**config.mk**
```make
export PLATFORM = sky130hd
export DESIGN_NAME = ysyx_22040931_redirect_ctrl
export DESIGN_NICKNAME = d
export VERILOG_FILES = /design/src/rtl/ysyx_22040931_redirect_ctrl_pkg.sv /design/src/rtl/ysyx_22040931_redirect_ctrl_jtarget.sv /design/src/rtl/ysyx_22040931_redirect_ctrl.sv
export SDC_FILE = /design/constraint.sdc
export NUM_CORES = 1
export LEC_CHECK = 0
export BUFFER_PORTS_ARGS = -buffer_cell sky130_fd_sc_hd__buf_2
export CORE_UTILIZATION = 55
export DETAILED_ROUTE_END_ITERATION = 8
export PLACE_DENSITY = 0.85
export SYNTH_ARGS = -nofsm -noshare
export SYNTH_HDL_FRONTEND = slang
export SYNTH_SLANG_ARGS = --single-unit
export TNS_END_PERCENT = 5
```
**constraint.sdc**
```tcl
create_clock -name clk -period 6.4 [get_ports clk]
set_input_delay 0.32 -clock clk [delete_from_list [all_inputs] [get_ports clk]]
set_output_delay 0.32 -clock clk [all_outputs]
set_load 0.01 [all_outputs]
```
**src/rtl/ysyx_22040931_redirect_ctrl_pkg.sv**
```systemverilog
// Shared defines for the redirect controller: FSM encoding, default widths,
// and the opcode/ALU constants the decode path shares with this block.
package ysyx_22040931_redirect_ctrl_pkg;

    localparam int XLEN_DEF  = 64;
    localparam int CNT_W_DEF = 32;

    typedef enum logic [1:0] {
        ST_IDLE     = 2'd0,
        ST_DRAIN    = 2'd1,
        ST_REDIRECT = 2'd2
    } rd_state_e;

    localparam logic [6:0] OPC_LUI    = 7'b0110111;
    localparam logic [6:0] OPC_AUIPC  = 7'b0010111;
    localparam logic [6:0] OPC_JAL    = 7'b1101111;
    localparam logic [6:0] OPC_JALR   = 7'b1100111;
    localparam logic [6:0] OPC_BRANCH = 7'b1100011;
    localparam logic [6:0] OPC_LOAD   = 7'b0000011;
    localparam logic [6:0] OPC_STORE  = 7'b0100011;
    localparam logic [6:0] OPC_OPIMM  = 7'b0010011;
    localparam logic [6:0] OPC_OP     = 7'b0110011;
    localparam logic [6:0] OPC_SYSTEM = 7'b1110011;

    typedef enum logic [3:0] {
        ALU_ADD  = 4'd0,
        ALU_SUB  = 4'd1,
        ALU_SLL  = 4'd2,
        ALU_SLT  = 4'd3,
        ALU_SLTU = 4'd4,
        ALU_XOR  = 4'd5,
        ALU_SRL  = 4'd6,
        ALU_SRA  = 4'd7,
        ALU_OR   = 4'd8,
        ALU_AND  = 4'd9
    } alu_op_e;

    // After loading a new target, wait out an in-flight fetch before redirecting.
    function automatic rd_state_e load_state(input logic busy);
        if (busy) begin
            return ST_DRAIN;
        end else begin
            return ST_REDIRECT;
        end
    endfunction

endpackage

```
**src/rtl/ysyx_22040931_redirect_ctrl_jtarget.sv**
```systemverilog
// Jump target adder and alignment check (combinational).
module ysyx_22040931_jtarget
    import ysyx_22040931_redirect_ctrl_pkg::*;
#(
    parameter int XLEN = XLEN_DEF
) (
    input  logic            jalr,
    input  logic [XLEN-1:0] pc,
    input  logic [XLEN-1:0] imm,
    input  logic [XLEN-1:0] rs1,
    output logic [XLEN-1:0] target,
    output logic            misalign
);

    logic [XLEN-1:0] sum_s;

    // jalr is register-relative with bit 0 forced low; jal is pc-relative.
    always_comb begin
        if (jalr) begin
            sum_s  = rs1 + imm;
            target = {sum_s[XLEN-1:1], 1'b0};
        end else begin
            sum_s  = pc + imm;
            target = sum_s;
        end
        misalign = target[1];
    end

endmodule

```
**src/rtl/ysyx_22040931_redirect_ctrl.sv**
```systemverilog
// Jump/trap redirect controller: accepts decoded jumps and traps, drains an
// outstanding fetch, then hands the new pc to the fetch unit.
module ysyx_22040931_redirect_ctrl
    import ysyx_22040931_redirect_ctrl_pkg::*;
#(
    parameter int XLEN  = XLEN_DEF,
    parameter int CNT_W = CNT_W_DEF
) (
    input  logic             clk,
    input  logic             rst,
    input  logic             id_valid,
    input  logic             id_jump,
    input  logic             id_jalr,
    input  logic [XLEN-1:0]  id_pc,
    input  logic [XLEN-1:0]  id_imm,
    input  logic [XLEN-1:0]  id_rs1,
    input  logic             exc_valid,
    input  logic [XLEN-1:0]  exc_pc,
    input  logic             if_busy,
    input  logic             redirect_ready,
    output logic             redirect_valid,
    output logic [XLEN-1:0]  redirect_pc,
    output logic             flush_if,
    output logic             flush_id,
    output logic             stall_id,
    output logic             link_valid,
    output logic [XLEN-1:0]  link_data,
    output logic             misalign_err,
    output logic [CNT_W-1:0] redirect_cnt
);

    localparam logic [XLEN-1:0]  LINK_OFS = XLEN'(4);
    localparam logic [CNT_W-1:0] CNT_ONE  = CNT_W'(1);

    rd_state_e       state_r;
    rd_state_e       next_state_s;
    logic [XLEN-1:0] target_r;
    logic [XLEN-1:0] target_s;
    logic            misalign_s;
    logic            jump_req_s;
    logic            take_jump_s;
    logic            bad_jump_s;
    logic            handshake_s;
    logic            cnt_max_s;

    ysyx_22040931_jtarget #(
        .XLEN (XLEN)
    ) u_jtarget (
        .jalr     (id_jalr),
        .pc       (id_pc),
        .imm      (id_imm),
        .rs1      (id_rs1),
        .target   (target_s),
        .misalign (misalign_s)
    );

    assign jump_req_s  = id_valid & id_jump;
    assign handshake_s = redirect_valid & redirect_ready;
    assign cnt_max_s   = &redirect_cnt;
    assign redirect_pc = target_r;

    // Next-state selection; a trap overrides whatever the FSM was doing.
    always_comb begin
        next_state_s = ST_IDLE;
        take_jump_s  = 1'b0;
        bad_jump_s   = 1'b0;
        case (state_r)
            ST_IDLE: begin
                if (exc_valid) begin
                    next_state_s = load_state(if_busy);
                end else if (jump_req_s) begin
                    if (misalign_s) begin
                        bad_jump_s   = 1'b1;
                        next_state_s = ST_IDLE;
                    end else begin
                        take_jump_s  = 1'b1;
                        next_state_s = load_state(if_busy);
                    end
                end else begin
                    next_state_s = ST_IDLE;
                end
            end
            ST_DRAIN: begin
                if (exc_valid) begin
                    next_state_s = load_state(if_busy);
                end else if (!if_busy) begin
                    next_state_s = ST_REDIRECT;
                end else begin
                    next_state_s = ST_DRAIN;
                end
            end
            ST_REDIRECT: begin
                if (exc_valid) begin
                    next_state_s = load_state(if_busy);
                end else if (handshake_s) begin
                    next_state_s = ST_IDLE;
                end else begin
                    next_state_s = ST_REDIRECT;
                end
            end
            default: begin
                next_state_s = ST_IDLE;
            end
        endcase
    end

    // State, target and all pipeline-control outputs are registered together.
    always_ff @(posedge clk or posedge rst) begin
        if (rst) begin
            state_r        <= ST_IDLE;
            target_r       <= '0;
            redirect_valid <= 1'b0;
            flush_if       <= 1'b0;
            flush_id       <= 1'b0;
            stall_id       <= 1'b0;
            link_valid     <= 1'b0;
            link_data      <= '0;
            misalign_err   <= 1'b0;
            redirect_cnt   <= '0;
        end else begin
            state_r        <= next_state_s;
            redirect_valid <= (next_state_s == ST_REDIRECT);
            flush_if       <= (next_state_s == ST_DRAIN);
            stall_id       <= (next_state_s != ST_IDLE);
            flush_id       <= handshake_s;
            link_valid     <= take_jump_s;
            misalign_err   <= bad_jump_s;

            if (exc_valid) begin
                target_r <= exc_pc;
            end else if (take_jump_s) begin
                target_r <= target_s;
            end else begin
                target_r <= target_r;
            end

            if (take_jump_s) begin
                link_data <= id_pc + LINK_OFS;
            end else begin
                link_data <= link_data;
            end

            // A completed handshake still counts when a trap arrives alongside it.
            if (handshake_s && !cnt_max_s) begin
                redirect_cnt <= redirect_cnt + CNT_ONE;
            end else begin
                redirect_cnt <= redirect_cnt;
            end
        end
    end

endmodule

```
# Word level (Yosys, flattened, before mapping)
# Index checks and enable logic that the tools add are counted.
# totals
out_inout_bits,166
ram_bits,0
n_memories,0
mem_bits_ro,0
latchBits,0
wordCells,44
ff_bits,168
# classes
order_cmp,0
mul,0
mux,18
div_mod_pow,0
reduce_logical,6
n_addsub,4
n_bitwise,2
n_eq_ne,4
shift,0
# op_table
op,count
$mux 64,3
$add 64x64->64,2
$add 64x3->64 const B,1
$add 32x1->32 const B,1
$reduce_and 32->1,1
$mux 2,6
$mux 1,8
$pmux 2 s3,1
$eq 2x1->1 const B,2
$eq 2x2->1 const B,2
$reduce_bool 2->1,2
$and 1x1->1,2
$logic_not 2->1,1
$logic_and 1x1->1,1
$logic_not 1->1,1

# Longest topological paths before layout
# Gate-level depths: netlist of run 1.
# logic_depth
word_depth,8
ltp_mapped,13

# Hierarchy
# Synthesis of run 1 repeated with hierarchy kept, for this count alone.
# hier_totals
cells_unflattened,2060
hier_area_um2,16275.6
# by_module_without_submodules
mod,area_each_um2,n_inst,cells_each,seq_area_each_um2
ysyx_22040931_redirect_ctrl,8197.9,1,839,4204.0
ysyx_22040931_jtarget,8077.7,1,1221,0.0

# Least setup slack after synthesis of run 1
# Ideal clock, no wire load.
# synth_timing
path_type,input to register
start,in id_pc[0]
end,reg target_r[40] (netlist: redirect_pc[40])
stages,13
setup_ns,0.126
arrival_time_ns,3.023
path_slack_ns,3.251
path_buffers,0
path_cell_list,ha_1 inv_1 fa_1 nand2b_1 a211oi_2 o21ai_1 a31oi_1 o31ai_1 o31a_1 o41ai_2 xnor2_1 o21ai_1 a221o_1
# synth_between
elab_chain_len,7
word_cells_on_any_way,9
# synth_lines
item,line_no,source
from (decl),ysyx_22040931_redirect_ctrl.sv:14,"input logic [XLEN-1:0] id_pc,"
$add 64x64->64 (*),ysyx_22040931_redirect_ctrl_jtarget.sv:23,sum_s = pc + imm;
$mux 64 (*),ysyx_22040931_redirect_ctrl_jtarget.sv:19,if (jalr) begin
$mux 1,ysyx_22040931_redirect_ctrl.sv:72,if (misalign_s) begin
$mux 1,ysyx_22040931_redirect_ctrl.sv:71,end else if (jump_req_s) begin
$mux 1,ysyx_22040931_redirect_ctrl.sv:69,if (exc_valid) begin
$mux 1,ysyx_22040931_redirect_ctrl.sv:67,case (state_r)
$reduce_bool 2->1 (no source line),--,
to (signal assigned),ysyx_22040931_redirect_ctrl.sv:130,target_r <= exc_pc;
to (signal assigned),ysyx_22040931_redirect_ctrl.sv:132,target_r <= target_s;
to (signal assigned),ysyx_22040931_redirect_ctrl.sv:134,target_r <= target_r;
to (decl),ysyx_22040931_redirect_ctrl.sv:37,logic [XLEN-1:0] target_r;
# Every way passes the cells marked *; elsewhere a longest branch is shown, timed or not. The select of a mux whose other input is x is not followed.
# A chain may end at the register's enable or synchronous reset.

# Final worst setup path of run 1
# layout_timing
start,in id_imm[0]
end,reg target_r[40] (netlist: redirect_pc[40])
# layout_between
elab_chain_len,7
word_cells_on_any_way,10
# layout_lines
item,line_no,source
from (decl),ysyx_22040931_redirect_ctrl.sv:15,"input logic [XLEN-1:0] id_imm,"
"$add 64x64->64, on equally long branches","ysyx_22040931_redirect_ctrl_jtarget.sv:23, ysyx_22040931_redirect_ctrl_jtarget.sv:20",
$mux 64 (*),ysyx_22040931_redirect_ctrl_jtarget.sv:19,
$mux 1,ysyx_22040931_redirect_ctrl.sv:72,
$mux 1,ysyx_22040931_redirect_ctrl.sv:71,
$mux 1,ysyx_22040931_redirect_ctrl.sv:69,
$mux 1,ysyx_22040931_redirect_ctrl.sv:67,
$reduce_bool 2->1 (no source line),--,
# Marks and branches as above.

==> flow_metrics.py, run 1 <==
metrics = {
    "critical_path": {
        "critPathLaunch": "id_imm[0]",
        "rr_worst_depth": 7,
        "setup.worst_path.start_class": "input port",
        "regToRegStartpoint": "state_r[0]",
        "cp_common_cell": "o21ai_1",
        "arrival_ps": 3940,
        "worstPathRequired_ps": 6760,
        "critical_path_class": "in2reg",
        "slowest_delay_ps": 590,
        "r2r-end": "redirect_pc[54]",
        "critical_path.cell_chain": "buf_2 -> ha_1 -> inv_1 -> fa_1 -> nand2b_1 -> a211oi_2 -> o21ai_1 -> a31oi_1 -> o31ai_1 -> o31a_1 -> o41ai_2 -> xnor2_1 -> o21ai_1 -> a221o_1",
        "cp_top_family": "compound AO/OA/AOI/OAI gates",
        "crit_fanout": 4,
        "path_buf_inv": 2,
        "endpoint_kind": "flop",
        "cp_slowest_cell": "a31oi_1",
        "ff2ff_setup_slack_ps": 3500,
    },
    "logic_synthesis": {
        "ys_ff_latch": 168,
        "postSynth.asyncResetShare_pct": 100,
        "netlist_top_cells_area": "dfrtp_1 26%, ha_1 9.7%, nand2_1 7.3%",
        "synth_top_area_share_pct": 25.8,
        "yosys.cell_count.top_type": "nand2_1",
        "synth_top_area_cell": "dfrtp_1",
        "synth_edf_count": 0,
        "syn_avg_cell_area_um2": 7.55,
        "synth.distinct_cells": 81,
        "synthCells": 2161,
        "synth_common_cells": "316 x nand2_1, 222 x a21oi_1, 214 x o21ai_0",
        "ys.flop_type": "dfrtp_1",
        "ys_seq_area_share_pct": 25.8,
        "syn_area_um2": 16300,
        "syn_nets": 2554,
        "synth_warnings": 0,
    },
    "clocking": {
        "cts_buffer_depth": 2,
        "path_clk_slew_ps": 90,
        "clk_latency_ps": 470,
        "cts_resized": 0,
        "cts.sinks": 168,
        "clockRootBuffer": "clkbuf_16",
        "cts_tree": "built",
        "postCtsHoldBufs": 1,
        "post_cts_buffers": 0,
        "cts_made_buffers": 17,
        "htreeDepth": 4,
    },
    "run": {
        "drv_cap": 0,
    },
    "floorplan": {
        "placementRows": 62,
        "dieArea_um2": 30400,
        "die_w_um": 174,
        "die_h_um": 174,
        "start_util_pct": 56.4,
        "core_um2": 28900,
        "ioPinCount": 430,
    },
    "global_route": {
        "grt_pass1_vias": 17500,
        "grt_pass1_wl_um": 100000,
        "grt_max_degree": 92,
        "track_usage_pct": 42.7,
        "antenna_found_initial": 4,
        "grt-ovfl-total": 0,
    },
    "drt": {
        "route.detailed.drc": 0,
        "wl_um": 66000,
        "vias_per_cell": 6.44,
        "first_pass_iters": 7,
        "drtIter0Drc": 2231,
        "drtAntennaViolNets": 0,
        "vias": 18700,
        "wl_per_cell_um": 22.7,
    },
    "pwr": {
        "switching_share_pct": 43.0,
        "p_int_mw": 2.55,
        "pwr-share-clk_pct": 25.8,
        "p_sw_mw": 1.92,
        "power.total_mw": 4.47,
        "comb_power_share_pct": 41.8,
        "leakage_nw": 8.96,
        "p_per_area_nw_per_um2": 233,
        "power_frac_seq_pct": 32.4,
        "ir_drop_uv": 192,
    },
    "sta": {
        "tns_ps": 0,
        "grt_setup_unrepaired": "no",
        "worst_pin_slew_ps": 884,
        "slew_viol_final": 0,
        "fmax_ghz": 0.279,
        "skew_ps": 9.55,
        "period_minus_slack_ps": 3580,
        "finalCritPeriodShare_pct": 56.0,
        "setup_viol": 0,
        "hold_viol": 0,
        "relSlewSlack_pct": 40.8,
        "fin_ws_ps": 2820,
    },
    "placement": {
        "place.gp.congestion": 1.07,
        "dp_hpwl_um": 52500,
        "place_ws_ps": 2460,
        "port_buffers": 429,
    },
    "finish": {
        "fillers": 2509,
        "fin_nets": 2903,
        "syn_to_final_growth_pct": 17.9,
        "drive_gt1_share_pct": 20.1,
    },
    "outcome": {
        "outcome": "finished clean",
    },
    "worst_hold_path": {
        "min_path_cells": 3,
        "hold_end": "redirect_pc[3]",
        "hold_start": "exc_pc[3]",
        "hp-class": "in2reg",
    },
}
## through the flow
step,hold WS (ps),instances,utilization [%],instance area (um2)
finish,65.0,2908,66.5,19200
global route,72.6,2908,66.5,19200
CTS,65.6,2907,66.5,19200
detailed placement,436,2874,64.3,18600
global placement,434,2874,64.3,18600
floorplan,409,2161,-,16300
## placed cells by master, fill, tap and decap left out, drive strengths merged, types with 6 or more instances in the layout
master / instances
a211o: 6
a211oi: 24
a21boi: 8
a21o: 53
a21oi: 222
a221oi: 9
a31oi: 15
and2: 14
and3: 29
buf: 438
clkbuf: 17
clkinv: 6
dfrtp: 168
ha: 127
inv: 58
mux2i: 6
nand2: 317
nand2b: 23
nand3: 53
nand4: 68
nor2: 166
nor2b: 18
nor3: 45
nor3b: 7
nor4: 16
o211ai: 22
o21a: 15
o21ai: 224
o21bai: 30
o221ai: 12
o31ai: 14
or2: 11
or3: 16
xnor2: 113
xor2: 85
## worst max-delay path by stage
stage / to / slack [ps] / cells past startpoint
final: redirect_pc[40] / 2820 / 14
after global routing: redirect_pc[60] / 2700 / 13
after CTS: redirect_pc[60] / 2920 / 13
after detailed placement: redirect_pc[60] / 2460 / 13
after global placement: redirect_pc[60] / 2560 / 13
after floorplan: flush_id / 1530 / 1
## power groups by stage
stage | Clock, mW | Sequential, mW | Combinational [mW]
after floorplan | 0 | 1.56 | 0.978
after global placement | 0 | 1.46 | 1.78
after detailed placement | 0 | 1.46 | 1.81
after CTS | 1.15 | 1.45 | 1.82
after global routing | 1.19 | 1.47 | 2.01
final | 1.15 | 1.45 | 1.87
## final cells by class
| cell class | count | area, um2 | share of cell area, % |
|---|---|---|---|
| diodes | 1 | 2.50 | 0.0130 |
| flip-flops and latches | 168 | 4200 | 21.8 |
| inverters | 49 | 189 | 0.982 |
| repair buffers | 439 | 2230 | 11.6 |
| multi-input cells | 1835 | 11500 | 59.8 |
| clock inverters | 15 | 209 | 1.09 |
| clock buffers | 17 | 425 | 2.21 |
| well taps | 384 | 480 | 2.50 |
## tightest hold or removal path, stage by stage
cell,delay [ps]
buf_2,80
nand2_1,40
o21ai_0,60
## routing by layer
layer	share of wire, %	vias up	global-route usage, %
met5	0.036	-	0
met4	4.2	4	17.5
met3	10	222	7.94
met2	44	1219	67.1
met1	41	8790	57.5
li1	-	8502	-
## sequential cells by signal, indices dropped and copies added, names as in the netlist, 2 cells and up
name / cells
state_r: 2
redirect_cnt: 32
link_data: 64
redirect_pc: 64
## cells by family after synthesis
logic type      share of synthesized area (%)
flops                                    25.8
mux                                     0.713
simple gates                             22.8
compound gates                           26.3
fa+ha+maj                                9.98
buf+inv                                  3.86
xor+xnor                                 10.6
Power figures use the tool's default switching activity.
==> inputs of run 2 (changes only) <==
ABC_AREA = 1   (was not set)
CORE_UTILIZATION = 52   (was 55)
PLACE_DENSITY = 0.81   (was 0.85)
clock period = 3 ns   (was 6.4 ns; I/O delays follow)
==> flow_metrics.py, run 2 <==
metrics = {
    "outcome": {
        "outcome": "finished clean",
    },
    "critical_path": {
        "worstPathRequired_ps": 3370,
        "critical_path_class": "in2reg",
        "rr_worst_depth": 11,
        "r2r-end": "redirect_cnt[20]",
        "endpoint_kind": "flop",
        "cp_common_cell": "nand2_1",
        "regToRegStartpoint": "redirect_cnt[0]",
        "slowest_delay_ps": 520,
        "critical_path.cell_chain": "dlygate4sd3_1 -> buf_2 -> ha_1 -> inv_1 -> fa_1 -> inv_1 -> nand3_1 -> nand2_1 -> nand2_1 -> nand2_1 -> nand2_1 -> nand2_1 -> nand2_1 -> nand2_1 -> nand2_1 -> nand2_1 -> nand2_1 -> nand3_1 -> nand3_1 -> nand2_1 -> nand2_1",
        "cp_slowest_cell": "dlygate4sd3_1",
        "crit_fanout": 5,
        "ff2ff_setup_slack_ps": 720,
        "setup.worst_path.start_class": "input port",
        "arrival_ps": 3240,
    },
    "global_route": {
        "grt_pass1_wl_um": 131000,
        "grt-ovfl-total": 0,
        "track_usage_pct": 41.9,
        "antenna_found_initial": 1,
        "grt_max_degree": 93,
        "grt_pass1_vias": 23300,
    },
    "logic_synthesis": {
        "synth_top_family_by_area": "simple AND/OR/NAND/NOR gates",
        "synth_top_area_cell": "nand2_1",
        "synth_edf_count": 0,
        "synth_xor_area_share_pct": 4.78,
        "syn_area_um2": 20900,
        "synth.distinct_cells": 46,
        "yosys.cell_count.top_type": "nand2_1",
        "yosys.area_share.simple_pct": 47.7,
        "synth_common_cells": "1617 x nand2_1, 681 x inv_1, 393 x nor2_1",
        "synth_top_area_share_pct": 29.0,
        "synth_compound_area_share_pct": 6.08,
        "postSynth.asyncResetShare_pct": 100,
        "netlist_top_cells_area": "nand2_1 29%, dfrtp_1 20%, inv_1 12%",
        "synth_warnings": 0,
        "ys.flop_type": "dfrtp_1",
        "synth_fa_ha_area_share_pct": 7.79,
        "synthMuxAreaShare_pct": 0.0958,
        "ys_seq_area_share_pct": 20.1,
        "syn_avg_cell_area_um2": 5.47,
        "syn_nets": 4216,
        "ys_ff_latch": 168,
        "synthCells": 3823,
    },
    "sta": {
        "skew_ps": 14.5,
        "relSlewSlack_pct": 42.4,
        "worst_pin_slew_ps": 857,
        "tns_ps": 0,
        "fmax_ghz": 0.349,
        "hold_viol": 0,
        "slew_viol_final": 0,
        "setup_viol": 0,
        "grt_setup_unrepaired": "no",
        "finalCritPeriodShare_pct": 95.6,
        "whs_ps": 15.0,
        "period_minus_slack_ps": 2870,
    },
    "clocking": {
        "cts.sinks": 168,
        "cts_buffer_depth": 2,
        "path_clk_slew_ps": 70,
        "htreeDepth": 4,
        "clockRootBuffer": "clkbuf_16",
        "cts_resized": 0,
        "clk_latency_ps": 490,
        "cts_made_buffers": 17,
        "cts_tree": "built",
    },
    "floorplan": {
        "core_um2": 39700,
        "die_h_um": 203,
        "placementRows": 73,
        "ioPinCount": 430,
        "die_w_um": 203,
        "dieArea_um2": 41000,
        "start_util_pct": 52.6,
    },
    "pwr": {
        "p_per_area_nw_per_um2": 417,
        "ir_drop_uv": 400,
        "power_frac_seq_pct": 31.5,
        "comb_power_share_pct": 46.5,
        "switching_share_pct": 44.9,
        "p_sw_mw": 4.66,
        "p_int_mw": 5.71,
        "leakage_nw": 15.1,
        "pwr-share-clk_pct": 22.0,
    },
    "finish": {
        "finalInstanceArea_um2": 24900,
        "syn_to_final_growth_pct": 18.9,
        "post-route-util_pct": 62.5,
        "final_cell_mix": "1617 x nand2_1, 679 x inv_1, 429 x buf_2",
        "final_common_cell": "nand2_1",
        "fin_nets": 4682,
        "drive_gt1_share_pct": 12.2,
    },
    "run": {
        "drv_cap": 0,
    },
    "placement": {
        "place.gp.congestion": 1.06,
        "dpl_cell_area_um2": 23700,
        "port_buffers": 429,
        "dp_hpwl_um": 72100,
    },
    "drt": {
        "drtIter0Drc": 2708,
        "wl_per_cell_um": 18.0,
        "wl_um": 86800,
        "route.detailed.drc": 0,
        "first_pass_iters": 5,
        "drtAntennaViolNets": 0,
        "vias": 25600,
        "vias_per_cell": 5.30,
    },
    "worst_hold_path": {
        "hold_end": "redirect_pc[59]",
        "hp-class": "in2reg",
        "hold_start": "exc_pc[59]",
        "min_path_cells": 5,
    },
}
==> run 2: cell types whose count changed after synthesis, sizes merged, moves of 56 or more <==
cell,previous run,this run
nor2,166,403
inv,49,687
nand2,317,1620
nand3,53,242
a21oi,222,124
clkbuf,95,39
o21ai,224,89
xnor2,113,45
==> run 2: power by group through the flow <==
| stage | sequential [mW] | combinational [mW] | clock, mW |
|---|---|---|---|
| after floorplan | 3.53 | 2.50 | 0 |
| after global placement | 3.27 | 4.62 | 0 |
| after detailed placement | 3.28 | 4.67 | 0 |
| after CTS | 3.25 | 4.75 | 2.29 |
| after global routing | 3.32 | 5.31 | 2.36 |
| final | 3.26 | 4.82 | 2.28 |
==> run 2: metal layers <==
layer	part of all wire (%)	vias up	wire length (um)	global-route usage (%)
met1	41	11400	35700	54.1
met5	0.012	-	10	0
li1	-	12700	-	-
met4	7.0	2	6040	27.4
met2	43	1284	37100	64.4
met3	9.2	240	7990	7.45
==> run 2: worst max-delay path by stage <==
stage,from,cells after the start,endpoint
2_1_floorplan,rst,1,flush_id
3_3_place_gp,id_pc[0],20,redirect_pc[44]
3_5_place_dp,id_pc[0],20,redirect_pc[44]
4_1_cts,id_pc[0],21,redirect_pc[44]
5_1_grt,id_pc[0],21,redirect_pc[44]
6_report,id_pc[0],21,redirect_pc[44]
==> run 2: per-stage QoR <==
stage	instances	power, mW	setup WS, ps
2_1_floorplan	3823	6.03	709
3_3_place_gp	4739	7.89	299
3_5_place_dp	4739	7.96	269
4_1_cts	4826	10.3	246
5_1_grt	4826	11.0	59.5
6_report	4827	10.4	131
==> run 2: cell families after synthesis <==
group	count (synthesis)
xor+xnor	114
compound gates	240
fa+ha+maj	129
flops	168
buf+inv	743
simple gates	2427
mux	2
==> run 2: critical path: cells and delay by family <==
kind / cells / cell delay [ps]
AND/OR/NAND/NOR: 15 / 1710
adder cells (fa/ha/maj): 2 / 540
buffers and inverters: 4 / 840
==> run 2: final cells by class <==
| type | count | area [um2] |
|---|---|---|
| multi-input combinational | 2912 | 13900 |
| antenna | 1 | 2.50 |
| tap | 525 | 657 |
| clock inverter | 13 | 131 |
| clock buffer | 18 | 439 |
| inverter | 687 | 2580 |
| sequential | 168 | 4200 |
| timing repair buffer | 503 | 2920 |
| fill | 4092 | 14900 |
==> run 2: repair_timing <==
action,in CTS,in global routing
setup buffers,0,0
hold buffers,56,0
hold endpoints to repair,79,0
setup endpoints to repair,0,0
